`config.mk`:
```
export PLATFORM = sky130hd
export DESIGN_NAME = id_stage
export DESIGN_NICKNAME = d
export VERILOG_FILES = /design/src/rtl/id_stage.sv
export SDC_FILE = /design/constraint.sdc
export NUM_CORES = 2
export LEC_CHECK = 0
export CAP_MARGIN = 15
export CORE_MARGIN = 10
export CORE_UTILIZATION = 30
export CTS_BUF_LIST = sky130_fd_sc_hd__clkbuf_16
export DETAILED_ROUTE_END_ITERATION = 7
export GPL_ROUTABILITY_DRIVEN = 0
export PLACE_DENSITY = 0.52
export SKIP_LAST_GASP = 1
export SYNTH_ARGS = -nofsm -noshare
export SYNTH_HDL_FRONTEND = slang
export SYNTH_SLANG_ARGS = --single-unit
```
`constraint.sdc`:
```
create_clock -name clk -period 3.4 [get_ports clk]
set_input_delay 0.34 -clock clk [delete_from_list [all_inputs] [get_ports clk]]
set_output_delay 0.34 -clock clk [all_outputs]
set_load 0.05 [all_outputs]
```
`src/rtl/id_stage.sv`:
```
// RV32I decode/operand stage: register file, immediate and ALU-control generation,
// and a single-entry ID/EX output register with valid/ready handshakes on both sides.
module id_stage #(
  parameter int unsigned XLEN  = 32,
  parameter int unsigned NREGS = 32
) (
  input  logic            clk,
  input  logic            rst_n,
  input  logic            in_valid,
  output logic            in_ready,
  input  logic [31:0]     instr,
  input  logic            flush,
  input  logic            wb_en,
  input  logic [4:0]      wb_rd,
  input  logic [XLEN-1:0] wb_data,
  output logic            out_valid,
  input  logic            out_ready,
  output logic [3:0]      alucontrol,
  output logic [XLEN-1:0] in1,
  output logic [XLEN-1:0] in2,
  output logic [XLEN-1:0] inimm,
  output logic            alusrc,
  output logic [4:0]      rd,
  output logic            regwrite,
  output logic            memread,
  output logic            memwrite,
  output logic            memtoreg,
  output logic            branch,
  output logic            illegal
);

  typedef enum logic [6:0] {
    OP_R     = 7'b0110011,
    OP_I     = 7'b0010011,
    OP_LOAD  = 7'b0000011,
    OP_STORE = 7'b0100011,
    OP_BR    = 7'b1100011
  } opcode_e;

  typedef enum logic [3:0] {
    ALU_AND  = 4'b0000,
    ALU_OR   = 4'b0001,
    ALU_ADD  = 4'b0010,
    ALU_XOR  = 4'b0011,
    ALU_SLL  = 4'b0100,
    ALU_SRL  = 4'b0101,
    ALU_SUB  = 4'b0110,
    ALU_SRA  = 4'b0111,
    ALU_SLT  = 4'b1000,
    ALU_SLTU = 4'b1001
  } alu_e;

  typedef struct packed {
    logic [3:0]      alu;
    logic [XLEN-1:0] in1;
    logic [XLEN-1:0] in2;
    logic [XLEN-1:0] imm;
    logic            alusrc;
    logic [4:0]      rd;
    logic            regwrite;
    logic            memread;
    logic            memwrite;
    logic            memtoreg;
    logic            branch;
    logic            illegal;
  } idex_t;

  function automatic alu_e alu_of(input logic [2:0] f3, input logic alt);
    case (f3)
      3'b000:  alu_of = alt ? ALU_SUB : ALU_ADD;
      3'b001:  alu_of = ALU_SLL;
      3'b010:  alu_of = ALU_SLT;
      3'b011:  alu_of = ALU_SLTU;
      3'b100:  alu_of = ALU_XOR;
      3'b101:  alu_of = alt ? ALU_SRA : ALU_SRL;
      3'b110:  alu_of = ALU_OR;
      default: alu_of = ALU_AND;
    endcase
  endfunction

  logic [XLEN-1:0] r_regs [NREGS];
  idex_t           r_idex;
  logic            r_valid;
  logic            r_ready_en;

  logic [6:0]      w_op;
  logic [2:0]      w_f3;
  logic [6:0]      w_f7;
  logic [4:0]      w_rs1;
  logic [4:0]      w_rs2;
  logic            w_f7_ok;
  logic            w_f7_alt;
  logic [XLEN-1:0] w_rs1_val;
  logic [XLEN-1:0] w_rs2_val;
  logic [XLEN-1:0] w_imm_i;
  logic [XLEN-1:0] w_imm_s;
  logic [XLEN-1:0] w_imm_b;
  logic [XLEN-1:0] w_imm_sh;
  logic            w_capture;
  idex_t           w_dec;

  assign w_op     = instr[6:0];
  assign w_f3     = instr[14:12];
  assign w_f7     = instr[31:25];
  assign w_rs1    = instr[19:15];
  assign w_rs2    = instr[24:20];
  assign w_f7_ok  = (w_f7 == 7'b0000000) || (w_f7 == 7'b0100000);
  assign w_f7_alt = (w_f7 == 7'b0100000);

  assign w_imm_i  = {{(XLEN-12){instr[31]}}, instr[31:20]};
  assign w_imm_s  = {{(XLEN-12){instr[31]}}, instr[31:25], instr[11:7]};
  assign w_imm_b  = {{(XLEN-13){instr[31]}}, instr[31], instr[7], instr[30:25], instr[11:8], 1'b0};
  assign w_imm_sh = {{(XLEN-5){1'b0}}, instr[24:20]};

  // Write-through: a same-cycle writeback is visible to the instruction being captured.
  assign w_rs1_val = (w_rs1 == '0) ? '0 :
                     (wb_en && (wb_rd == w_rs1)) ? wb_data : r_regs[w_rs1];
  assign w_rs2_val = (w_rs2 == '0) ? '0 :
                     (wb_en && (wb_rd == w_rs2)) ? wb_data : r_regs[w_rs2];

  always_comb begin
    w_dec     = '0;
    w_dec.alu = ALU_ADD;
    w_dec.rd  = instr[11:7];
    w_dec.in1 = w_rs1_val;
    w_dec.in2 = w_rs2_val;
    case (w_op)
      OP_R: begin
        if (!w_f7_ok || (w_f7_alt && (w_f3 != 3'b000) && (w_f3 != 3'b101))) begin
          w_dec.illegal = 1'b1;
        end else begin
          w_dec.regwrite = 1'b1;
          w_dec.alu      = alu_of(w_f3, w_f7_alt);
        end
      end
      OP_I: begin
        // Only shift-immediates carry a funct7; elsewhere instr[31:25] is immediate.
        if ((w_f3 == 3'b001) || (w_f3 == 3'b101)) begin
          if (!w_f7_ok || (w_f7_alt && (w_f3 != 3'b101))) begin
            w_dec.illegal = 1'b1;
          end else begin
            w_dec.regwrite = 1'b1;
            w_dec.alusrc   = 1'b1;
            w_dec.imm      = w_imm_sh;
            w_dec.alu      = alu_of(w_f3, w_f7_alt);
          end
        end else begin
          w_dec.regwrite = 1'b1;
          w_dec.alusrc   = 1'b1;
          w_dec.imm      = w_imm_i;
          w_dec.alu      = alu_of(w_f3, 1'b0);
        end
      end
      OP_LOAD: begin
        w_dec.regwrite = 1'b1;
        w_dec.memread  = 1'b1;
        w_dec.memtoreg = 1'b1;
        w_dec.alusrc   = 1'b1;
        w_dec.imm      = w_imm_i;
      end
      OP_STORE: begin
        w_dec.memwrite = 1'b1;
        w_dec.alusrc   = 1'b1;
        w_dec.imm      = w_imm_s;
        w_dec.rd       = '0;
      end
      OP_BR: begin
        if (w_f3 != 3'b000) begin
          w_dec.illegal = 1'b1;
        end else begin
          // instr[11:7] holds offset bits for a branch, not a destination.
          w_dec.branch = 1'b1;
          w_dec.alu    = ALU_SUB;
          w_dec.imm    = w_imm_b;
          w_dec.rd     = '0;
        end
      end
      default: w_dec.illegal = 1'b1;
    endcase
  end

  assign in_ready  = r_ready_en && (!r_valid || out_ready);
  assign w_capture = in_valid && in_ready && !flush;

  always_ff @(posedge clk or negedge rst_n) begin
    if (!rst_n) begin
      for (int unsigned i = 0; i < NREGS; i++) r_regs[i] <= '0;
    end else if (wb_en && (wb_rd != '0)) begin
      r_regs[wb_rd] <= wb_data;
    end
  end

  always_ff @(posedge clk or negedge rst_n) begin
    if (!rst_n) begin
      r_ready_en <= 1'b0;
      r_valid    <= 1'b0;
      r_idex     <= '0;
    end else begin
      r_ready_en <= 1'b1;
      if (flush) begin
        r_valid <= 1'b0;
      end else if (w_capture) begin
        r_valid <= 1'b1;
        r_idex  <= w_dec;
      end else if (out_ready) begin
        r_valid <= 1'b0;
      end
    end
  end

  assign out_valid  = r_valid;
  assign alucontrol = r_idex.alu;
  assign in1        = r_idex.in1;
  assign in2        = r_idex.in2;
  assign inimm      = r_idex.imm;
  assign alusrc     = r_idex.alusrc;
  assign rd         = r_idex.rd;
  assign regwrite   = r_idex.regwrite;
  assign memread    = r_idex.memread;
  assign memwrite   = r_idex.memwrite;
  assign memtoreg   = r_idex.memtoreg;
  assign branch     = r_idex.branch;
  assign illegal    = r_idex.illegal;

endmodule

```
# Word-level counts from Yosys, hierarchy flattened
# Cells that the tools add are included.
# op_classes
n_addsub	0
mul	0
div	0
magnitude_cmp	4
eq_ne	15
n_shift	0
n_mux	45
bitwise_logic	4
reduce_logical	27
# ops
operator	n
$bwmux W1024	1
$bmux W32 S5	2
$mux W32	10
$demux W32 S5	1
$pmux W32 S4	1
$pmux W4 S7	2
$mux W33	1
$eq A7 B6 Y1 const B	3
$ge A6 B6 Y1 const B	3
$not A5 Y6	3
$mux W1	14
$mux W4	3
$pmux W4 S3	1
$eq A5 B5 Y1	2
$logic_and A1 B1 Y1	10
$logic_not A5 Y1	2
$pmux W5 S2	1
$eq A3 B3 Y1 const B	3
$eq A7 B2 Y1 const B	1
$eq A7 B5 Y1 const B	1
$eq A7 B7 Y1 const B	1
$logic_not A7 Y1	1
$eq A3 B2 Y1 const B	2
$lt A6 B1 Y1 const B	1
other kinds (17)	25
# word_totals
register_bits	1137
latch_bits	0
ram_bits	0
mem_bits_ro	0
inputBits	75
output_inout_bits	114
memories	0

# Logic depth before layout (Yosys ltp)
# logic_depth
depth_word	7
depth_mapped	10
depth_no_buf	5

# Worst setup path after synthesis
# No wires, ideal clock.
# synth_path
kind	input port to flip-flop
startpoint	input port instr[17]
endpoint	register r_idex (netlist bit in1[10])
setup_ps	134
t_arrival_ps	2040
t_required_ps	3266
setup_slack_ps	1227
stages	7
n_path_buf	3
cell_sequence	buf_2 clkbuf_1 buf_1 mux4_2 mux4_2 nand2b_1 o211ai_2
# synth_via
elab_chain_len	6
word_cells_on_any_way	9
cone_classes	eq/ne (1); mux (5); bitwise (1); reduce/logical (2)
# synth_rtl
element	line	source
start: declaration	11	input logic [31:0] instr,
$not A5 Y6 (not written as such)	117	(wb_en && (wb_rd == w_rs1)) ? wb_data : r_regs[w_rs1];
$bmux W32 S5	117	
$mux W32 (not written as such) (2 in series)	117	
$mux W32	117	
$mux W32 (*)	116	assign w_rs1_val = (w_rs1 == '0) ? '0 :
end signal: assignment	204	r_idex <= w_dec;
end: declaration	82	idex_t r_idex;
# Every way passes the cells marked *; elsewhere a longest branch is shown, timed or not. The select of a mux whose other input is x is not followed.
# A chain may end at the register's enable or synchronous reset.

==> out/results.txt <==
DRC violations left - 0
Final Hold Vio Count - 0
Row count - 162
Clock buffer depth - 3
Total grt overflow - 0
RR Endpoint - in2[2]
Setup TNS - 0 ns
Fin. max-slew vios - 0
Worst slew margin - 0.197
Placement-stage cell area - 64900 um^2
CP Data Required Time - 3.06 ns
Post-Route WL - 211000 um
Synthesized area - 59200 um^2
Largest net degree at the start of global routing - 94
CTS tree - built
PostCTS Resize Cnt - 0
Port bufs - 188
Cell family with most CP delay - buffers and inverters
Syn-to-layout area delta - 16.7%
Top cells by area, synth - dfrtp_1 (47%), mux2_2 (18%), mux4_2 (13%), mux2i_1 (7.1%), a22oi_1 (2.2%)
Worst EP arrival - 2.37 ns
Clk_lat worst skew - 0.77 ns
Final WS setup - 0.689 ns
Max cap viols - 0
Crit path buffers/inverters - 1
Slowest stage delay, CP - 0.92 ns
Crit Path Max Fanout - 21
Top post-synthesis cells by count - dfrtp_1 (1118), mux2_2 (969), mux2i_1 (420)
Worst Hold Class - in2async
First-pass GRT wire length - 306000 um
CTS clk-pin slew, worst paths - 0.06 ns
Final Cell Area - 69000 um^2
CP Capture Type - output pin
Setup Skew - 0.0288 ns
Clock Sinks - 1118
Startpoint Class - register
Initial core utilization - 0.302
Via-per-instance ratio - 5.57
Fraction of registers with async set/reset - 1.00
DP Wirelength - 128000 um
Tmin final - 2.71 ns
Count leader, synth - dfrtp_1
Worst slack at placement - 0.324 ns
Cell taking the most area after synthesis - dfrtp_1
Wire length per cell - 30.1 um
Antenna-violating nets left - 0
# IOs - 189
Vias in the first global route - 40100
CTS root buf - clkbuf_16
Post-Syn Nets - 4308
Finished Layout Cells - 7003
Iter 0 DRT Violations - 3099
P_leak - 29.8 nW
Worst r2r src - out_valid
Filler cell count - 18900
CTS Buf Count - 120
Outcome - finished, final reports clean
Layout cells sized above 1 - 0.409
Period Utilization, post-route - 0.797
Worst Max-Slew Pin Slew - 1.20 ns
Yosys cell types - 63
# nets final - 4357
Final setup viols - 0
CTS HTree Levels - 3
Peak supply drop - 0.000412 V
Die H - 464 um
Die ar. - 215000 um^2
Pre-antenna DRT Iters - 5
Placed Cells - 6768
Pwr/cell area - 571 nW/um^2
Total GRT Usage - 0.190
Core Util, Final - 0.353
Avg Cell Area, Syn - 14.0 um^2
Core Area - 196000 um^2
Top FF cell, synth - dfrtp_1
RSZ-0062 raised after global routing - false
Via Count - 39000
Crit-path cells - clkdlybuf4s50_1
F_max - 0.369 GHz
Syn. warnings - 0
Critical setup path kind - reg2out
Yosys reg bits - 1118
Synth Instances - 4233
Setup slack, reg-to-reg - 1.07 ns
Top-area cell type share of the netlist area - 0.473
Initial antenna violation count - 14
Post-synthesis sequential area ratio - 0.473
Slowest cell on the critical path - clkdlybuf4s50_1
Number of flops mapped to enable cells by yosys - 0
Worst Reg-to-Reg Cells - 7
Width of the die - 464 um
[metrics by stage]
stage               total power, mW  hold slack, ns
floorplan                      23.6          0.0444
global placement               26.6           0.382
detailed placement             26.8           0.385
CTS                            39.7           0.133
global route                   41.2           0.164
finish                         39.4           0.158
[power breakdown]
group / internal [mW] / switching [mW] / leakage (nW) / total, mW
Sequential: 15.8 / 2.13 / 14.4 / 18.0
Clock: 7.02 / 5.75 / 1.92 / 12.8
Combinational: 4.70 / 3.94 / 13.5 / 8.65
[cells in the final DEF (no fill, tap or decap), drive strengths merged, types with 59 or more instances in the layout]
cell type	Yosys	routed
clkinv	0	59
buf	221	224
mux4	350	350
o21ai	95	95
clkbuf	259	123
nand3	70	70
mux2i	420	420
mux2	1024	1024
o22ai	64	64
dfrtp	1118	1118
a22oi	172	172
clkdlybuf4s50	0	180
nand2	113	113
[flip-flops by register name, indices dropped and copies added, names as in the netlist]
signal / count
memtoreg: 1
branch: 1
alusrc: 1
out_valid: 1
memwrite: 1
in1: 32
rd: 5
regwrite: 1
inimm: 13
illegal: 1
r_ready_en: 1
r_regs: 1024
alucontrol: 4
in2: 32
[cell type report]
cell class / count / area [um^2] / area share
multi-input combinational: 2631 / 29300 / 0.424
sequential: 1118 / 28000 / 0.405
timing repair buffer: 407 / 4740 / 0.0686
tap: 2624 / 3280 / 0.0476
clock buffer: 121 / 3030 / 0.0439
clock inverter: 96 / 679 / 0.00985
inverter: 4 / 15.0 / 0.000218
antenna: 2 / 5.00 / 0.0000725
[cell families after synthesis]
family          count (synthesis)  synth area share
other cells                     1         0.0000634
mux                          1794             0.399
simple gates                  365            0.0331
compound gates                460            0.0556
xor+xnor                       11           0.00176
buf+inv                       484            0.0372
flops                        1118             0.473
[timing repair]
item                                   4_1_cts  5_1_grt
setup buffers                                0        0
hold buffers                                 1        0
endpoints found under the hold margin       43        0
[worst max path at each step]
stage / startpoint / endpoint / cells past startpoint
floorplan: instr[17] / in1[10] / 7
global placement: wb_rd[3] / r_regs[907] / 5
detailed placement: wb_rd[3] / r_regs[909] / 5
CTS: inimm[30] / inimm[18] / 1
global route: inimm[30] / inimm[18] / 1
finish: inimm[30] / inimm[24] / 1
[layer usage]
layer | vias up | wire (um) | global-route usage
met5 | - | 48 | 0
met4 | 8 | 7650 | 0.0615
met3 | 358 | 11200 | 0.0344
met2 | 1218 | 100000 | 0.310
met1 | 21200 | 91800 | 0.255
li1 | 16200 | - | -
Power figures use the tool's default switching activity.
